===== config.mk =====
export PLATFORM = sky130hd
export DESIGN_NAME = s2p_cfg_loader
export DESIGN_NICKNAME = d
export VERILOG_FILES = /design/src/rtl/s2p_cfg_loader.sv
export SDC_FILE = /design/constraint.sdc
export NUM_CORES = 1
export LEC_CHECK = 0
export CORE_MARGIN = 4
export CORE_UTILIZATION = 49
export DETAILED_ROUTE_END_ITERATION = 8
export GPL_TIMING_DRIVEN = 1
export PLACE_DENSITY = 0.71
export SYNTH_ARGS = -nofsm -noshare
export SYNTH_HDL_FRONTEND = slang
export SYNTH_SLANG_ARGS = --single-unit

===== constraint.sdc =====
create_clock -name clk -period 3.1 [get_ports clk]
set_clock_uncertainty 0.05 [all_clocks]
set_input_delay 0.93 -clock clk [delete_from_list [all_inputs] [get_ports clk]]
set_output_delay 0.93 -clock clk [all_outputs]
set_load 0.02 [all_outputs]

===== src/rtl/s2p_cfg_loader.sv =====
// s2p_cfg_loader: shifts a parallel config word MSB-first into a chain of s2p stages,
// then strobes st_clk; holds one pending request and can periodically re-send the last word.
module s2p_cfg_loader #(
    parameter int N_STAGE        = 2,
    parameter int HOLD_CYCLES    = 2,
    parameter int REFRESH_CYCLES = 0
) (
    input  logic                   clk,
    input  logic                   rst_n,
    input  logic                   cfg_valid,
    input  logic [8*N_STAGE-1:0]   cfg_data,
    output logic                   cfg_ready,
    output logic                   sin,
    output logic                   st_clk,
    output logic                   busy,
    output logic                   done
);
    localparam int W  = 8 * N_STAGE;
    localparam int CW = $clog2(W) + 1;
    localparam int HW = $clog2(HOLD_CYCLES + 2);
    localparam int RW = $clog2(REFRESH_CYCLES + 2);

    typedef enum logic [1:0] {IDLE, SHIFT, LATCH, HOLD} state_e;

    state_e         state_q, state_d;
    logic [W-1:0]   sr_q, sr_d, word_q, word_d, pend_data_q, pend_data_d, last_q, last_d;
    logic           pend_q, pend_d, have_q, have_d, req_q, req_d, sin_q, sin_d, st_q, st_d;
    logic [CW-1:0]  cnt_q, cnt_d;
    logic [HW-1:0]  hold_q, hold_d;
    logic [RW-1:0]  tmr_q, tmr_d;
    logic           xfer, decide, start, start_new, expire, refresh;
    logic [W-1:0]   start_word;

    assign xfer       = cfg_valid && cfg_ready;
    assign decide     = (state_q == IDLE) || (state_q == HOLD && hold_q == HW'(HOLD_CYCLES)) ||
                        (state_q == LATCH && HOLD_CYCLES == 0);
    assign expire     = (REFRESH_CYCLES > 0) && (tmr_q == RW'(REFRESH_CYCLES));
    // A request set during the previous shift is stale once that word latches.
    assign refresh    = have_q && (req_q || expire) && state_q != LATCH;
    assign start_new  = decide && !pend_q && xfer;
    assign start      = decide && (pend_q || xfer || refresh);
    assign start_word = pend_q ? pend_data_q : xfer ? cfg_data : last_q;

    always_ff @(posedge clk or negedge rst_n) begin
        if (!rst_n) state_q <= IDLE;
        else        state_q <= state_d;
    end

    always_comb begin
        state_d = start                                     ? SHIFT :
                  decide                                    ? IDLE  :
                  (state_q == SHIFT && cnt_q == CW'(W))     ? LATCH :
                  (state_q == LATCH)                        ? HOLD  : state_q;
    end

    always_comb begin
        busy      = state_q != IDLE;
        cfg_ready = rst_n && !pend_q;
        sin       = sin_q;
        st_clk    = st_q;
        done      = st_q;
    end

    always_comb begin
        sr_d        = start ? start_word << 1 : state_q == SHIFT ? sr_q << 1 : sr_q;
        sin_d       = start ? start_word[W-1] : (state_q == SHIFT && state_d == SHIFT) ? sr_q[W-1] : 1'b0;
        cnt_d       = start ? CW'(1) : state_q == SHIFT ? cnt_q + CW'(1) : cnt_q;
        word_d      = start ? start_word : word_q;
        st_d        = state_d == LATCH;
        last_d      = state_q == LATCH ? word_q : last_q;
        have_d      = have_q || state_q == LATCH;
        hold_d      = state_d == HOLD ? (state_q == HOLD ? hold_q + HW'(1) : HW'(1)) : '0;
        pend_d      = (decide && pend_q) ? 1'b0 : (xfer && !start_new) ? 1'b1 : pend_q;
        pend_data_d = (xfer && !start_new) ? cfg_data : pend_data_q;
        // Timer saturates one past the threshold so expiry is a single event.
        tmr_d       = state_q == LATCH ? RW'(1) :
                      (have_q && tmr_q <= RW'(REFRESH_CYCLES)) ? tmr_q + RW'(1) : tmr_q;
        req_d       = (start || state_q == LATCH) ? 1'b0 : (expire && have_q) ? 1'b1 : req_q;
    end

    always_ff @(posedge clk or negedge rst_n) begin
        if (!rst_n) begin
            sr_q        <= '0;
            word_q      <= '0;
            pend_data_q <= '0;
            last_q      <= '0;
            pend_q      <= 1'b0;
            have_q      <= 1'b0;
            req_q       <= 1'b0;
            sin_q       <= 1'b0;
            st_q        <= 1'b0;
            cnt_q       <= '0;
            hold_q      <= '0;
            tmr_q       <= '0;
        end else begin
            sr_q        <= sr_d;
            word_q      <= word_d;
            pend_data_q <= pend_data_d;
            last_q      <= last_d;
            pend_q      <= pend_d;
            have_q      <= have_d;
            req_q       <= req_d;
            sin_q       <= sin_d;
            st_q        <= st_d;
            cnt_q       <= cnt_d;
            hold_q      <= hold_d;
            tmr_q       <= tmr_d;
        end
    end
endmodule


; ---- Word level (Yosys, flattened, before mapping)
; Index checks and enable logic that the tools add are counted.
; Widths: inputs -> output; s select.
[totals]
register_bits = 76
output_inout_bits = 5
in_bits = 19
wordCells = 54
[op_classes]
eq_ne = 8
addsub = 2
reduce_logical = 18
n_mux = 16
[ops]
columns = op, count
row1 = $mux 16, 4
row2 = $mux 2, 6
row3 = $eq 2x2->1 const B, 5
row4 = $logic_and 1x1->1, 10
row5 = $mux 5, 2
row6 = $reduce_bool 2->1, 3
row7 = $add 5x1->5 const B, 1
row8 = $eq 5x5->1 const B, 1
row9 = $eq 2x1->1 const B, 2
row10 = $mux 1, 4
row11 = $add 2x1->2 const B, 1
row12 = $logic_not 1->1, 2
row13 = $logic_not 2->1, 1
row14 = $logic_or 1x1->1, 2

; ---- Logic depth before layout (Yosys ltp)
; Gate-level depths: netlist of the first run.
[depth]
depth_word = 10
depth_mapped = 7
mapped_depth_nobuf = 6

; ---- Least setup slack after synthesis of the first run
; Ideal clock, no wire load.
[synth_path]
path_type = input port to output port
startpoint = input port rst_n
endpoint = output port cfg_ready
n_path_buf = 2
t_arrival_ns = 1.658
cell_stages = 3
setup_slack_ns = 0.462
t_required_ns = 2.120
cell_sequence = buf_6 -> clkbuf_1 -> nor2b_1
[synth_via]
elab_chain_cells = 1
[synth_rtl]
columns = element, line_no
row1 = start: declaration, 9  ; input logic rst_n,
row2 = $logic_and 1x1->1, 58  ; cfg_ready = rst_n && !pend_q;
row3 = end: declaration, 12  ; output logic cfg_ready,
; Every way passes these cells.

; ---- Worst setup path after layout of the first run
; Ends and elaborated chain as after synthesis.

==> impl_metrics.tcl, run 1 <==
set metrics [dict create \
    p_leak_nw 1.04 \
    syn_inst 213 \
    design_area_um2 2530 \
    synth_area_leader_cell "dfrtp_1" \
    yosys.area.top_type_share 0.473 \
    wl_per_cell_um 15.9 \
    worst_pin_slew_ps 492 \
    instances_no_fill 282 \
    dpl-instance-area_um2 2440 \
    dr.pass1.iters 4 \
    ys_async_sr_fraction 1.00 \
    area_growth_pct 11.0 \
    cts_tree "yes" \
    postRouteAntennaNets 0 \
    avgSynthCellArea_um2 10.7 \
    grt_pass1_wl_um 7670 \
    start_util 0.516 \
    cts.sinks 43 \
    post_cts_buffers 0 \
    die_x_um 76.2 \
    cts_buffers 5 \
    crit_type "input port to output port" \
    clock_tree.root_cell "clkbuf_8" \
    path_clk_slew_ps 70 \
    n_antenna_cell 0 \
    synth_area_um2 2280 \
    yosysUniqueCellTypes 33 \
    finalWorstSetupSlack_ps 251 \
    rsz0062_at_grt "false" \
    cts_resized 0 \
    drtIter0Drc 103 \
    rrSetupSlack_ps 1040 \
    vias_per_cell 5.71 \
    grt_pass1_vias 1664 \
    yosysMostFrequentCell "dfrtp_1" \
    cap_viol_max_count 0 \
    status "complete, no violations" \
    critical_path_peak_fanout 2 \
    layout-drive-gt1-share 0.152 \
    place_hpwl_um 3050 \
    synth.area.top_cells "dfrtp_1 (47%), a21oi_1 (7.5%), mux2_4 (6.6%)" \
    nNetsFinal 251 \
    nFillCells 401 \
    fmax_mhz 351 \
    port_buffers 23 \
    drc 0 \
    core_area_um2 4410 \
    pin_count 24 \
    dieArea_um2 5800 \
    max-slew-margin-rel 0.672 \
    grt-ovfl-total 0 \
    pre_cts_slack_ps 212 \
    fin_crit_sh 0.919 \
    hp-class "register to register" \
    finish.utilization 0.572 \
    vias 1609 \
    ys.flop_type "dfrtp_1" \
    placed_cells_incl_taps 274 \
    fin_setup_tns_ps 0 \
    ys_ff_latch 43 \
    routed_wl_um 4500 \
    h-tree-depth 2 \
    vdd_drop_max_v 0.000419 \
    cts_buffer_depth 2 \
    synth_edf_count 0 \
    insertion_delay_ps 290 \
    rows 24 \
    yosys-top-cells-count "dfrtp_1 (43), a21oi_1 (34), nor2_1 (23)" \
    required_ps 2120 \
    ys_warn_count 0 \
    setup_viol 0 \
    startpoint_type "input port" \
    ys_seq_area_frac 0.473 \
    place_congestion 0.737 \
    grt_max_degree 41 \
    track_usage 0.163 \
    powerDensity_nw_per_um2 901 \
    fin_crit_ps 2850 \
    ctsHoldBuffers 0 \
    syn-num-nets 235 \
    end_kind "output port" \
    antenna_found_initial 0 \
    chipHeight_um 76.2 \
    hold_viol 0 \
    slew_violations 0 \
    crit_arrival_ps 1870 \
]
## registers in the layout (all words and copies together), names as in the netlist
| name | cells |
|---|---|
| sin | 1 |
| hold_q | 2 |
| pend_data_q | 16 |
| sr_q | 15 |
| cnt_q | 5 |
| state_q | 2 |
| pend_q | 1 |
| done | 1 |
## placed cells by master (no fill, tap or decap)
cell type,n
a21oi_1,34
o21ai_0,1
nor2b_1,1
nand4b_1,14
dfrtp_1,43
a22oi_1,14
nor2_1,23
mux2_4,10
o22ai_2,1
nand3_2,1
mux2_2,6
a32o_1,1
clkinv_2,1
inv_1,4
xnor2_1,1
clkdlybuf4s50_1,22
ha_1,3
buf_2,1
a41o_1,1
nand2_8,1
clkbuf_8,5
nor3_1,1
nor2_8,1
nand2_1,19
clkbuf_1,2
a21o_2,1
nand3b_1,1
o21a_1,1
and2b_2,1
or2_1,1
xor2_1,3
buf_4,6
a32oi_1,1
a211oi_1,1
nand4_1,3
## area by class of cell
class / instances / area [um2] / area share
clock buffers: 7 / 76.3 / 0.0302
clock inverters: 1 / 5.00 / 0.00198
inverters: 4 / 15.0 / 0.00594
multi-input cells: 146 / 1020 / 0.403
flip-flops and latches: 43 / 1080 / 0.426
well taps: 52 / 65.1 / 0.0258
repair buffers: 29 / 270 / 0.107
## report_power, final
| part | total, mW | internal (mW) | switching [mW] |
|---|---|---|---|
| Clock | 0.341 | 0.158 | 0.182 |
| Sequential | 0.990 | 0.829 | 0.162 |
| Combinational | 0.946 | 0.463 | 0.483 |
## per-layer routing
metal	vias up	routed length, um	track usage
met3	5	163	0.0366
li1	786	-	-
met2	33	2190	0.278
met4	0	59	0.0682
met5	-	0	0
met1	785	2080	0.198
## worst max-delay path: stages
cell and delay, ps:
buf_2 90, nor2b_1 200, clkdlybuf4s50_1 650
## cell families after synthesis
kind of cell / after synthesis / share of synthesized area
AOI/OAI and AO/OA: 56 / 0.152
adders and majority gates: 3 / 0.0165
DFF: 43 / 0.473
xor gates and xnor gates: 4 / 0.0154
and+or+nand+nor: 67 / 0.168
buffers and inverters: 24 / 0.0797
muxes: 16 / 0.0957
## stage by stage
step	hold WS [ps]	power (mW)
final	459	2.28
after global routing	481	2.48
after global placement	440	1.91
after CTS	465	2.29
after detailed placement	446	1.95
after floorplan	431	1.77
## final timing paths
check / start / endpoint / cells after the start
min: pend_data_q[4] / pend_data_q[4] / 1
max in group asynchronous: rst_n / pend_data_q[12] / 3
min reg2reg: pend_data_q[4] / pend_data_q[4] / 1
max reg2reg: hold_q[0] / sr_q[8] / 6
max: rst_n / cfg_ready / 3
min in group asynchronous: rst_n / state_q[1] / 2
Power figures use the tool's default switching activity.
==> run 2, diff against run 1 <==
SKIP_CTS_REPAIR_TIMING = 1   (was not set)
==> results of run 2 <==
Final layout, timing and power as in run 1 (identical DEF).
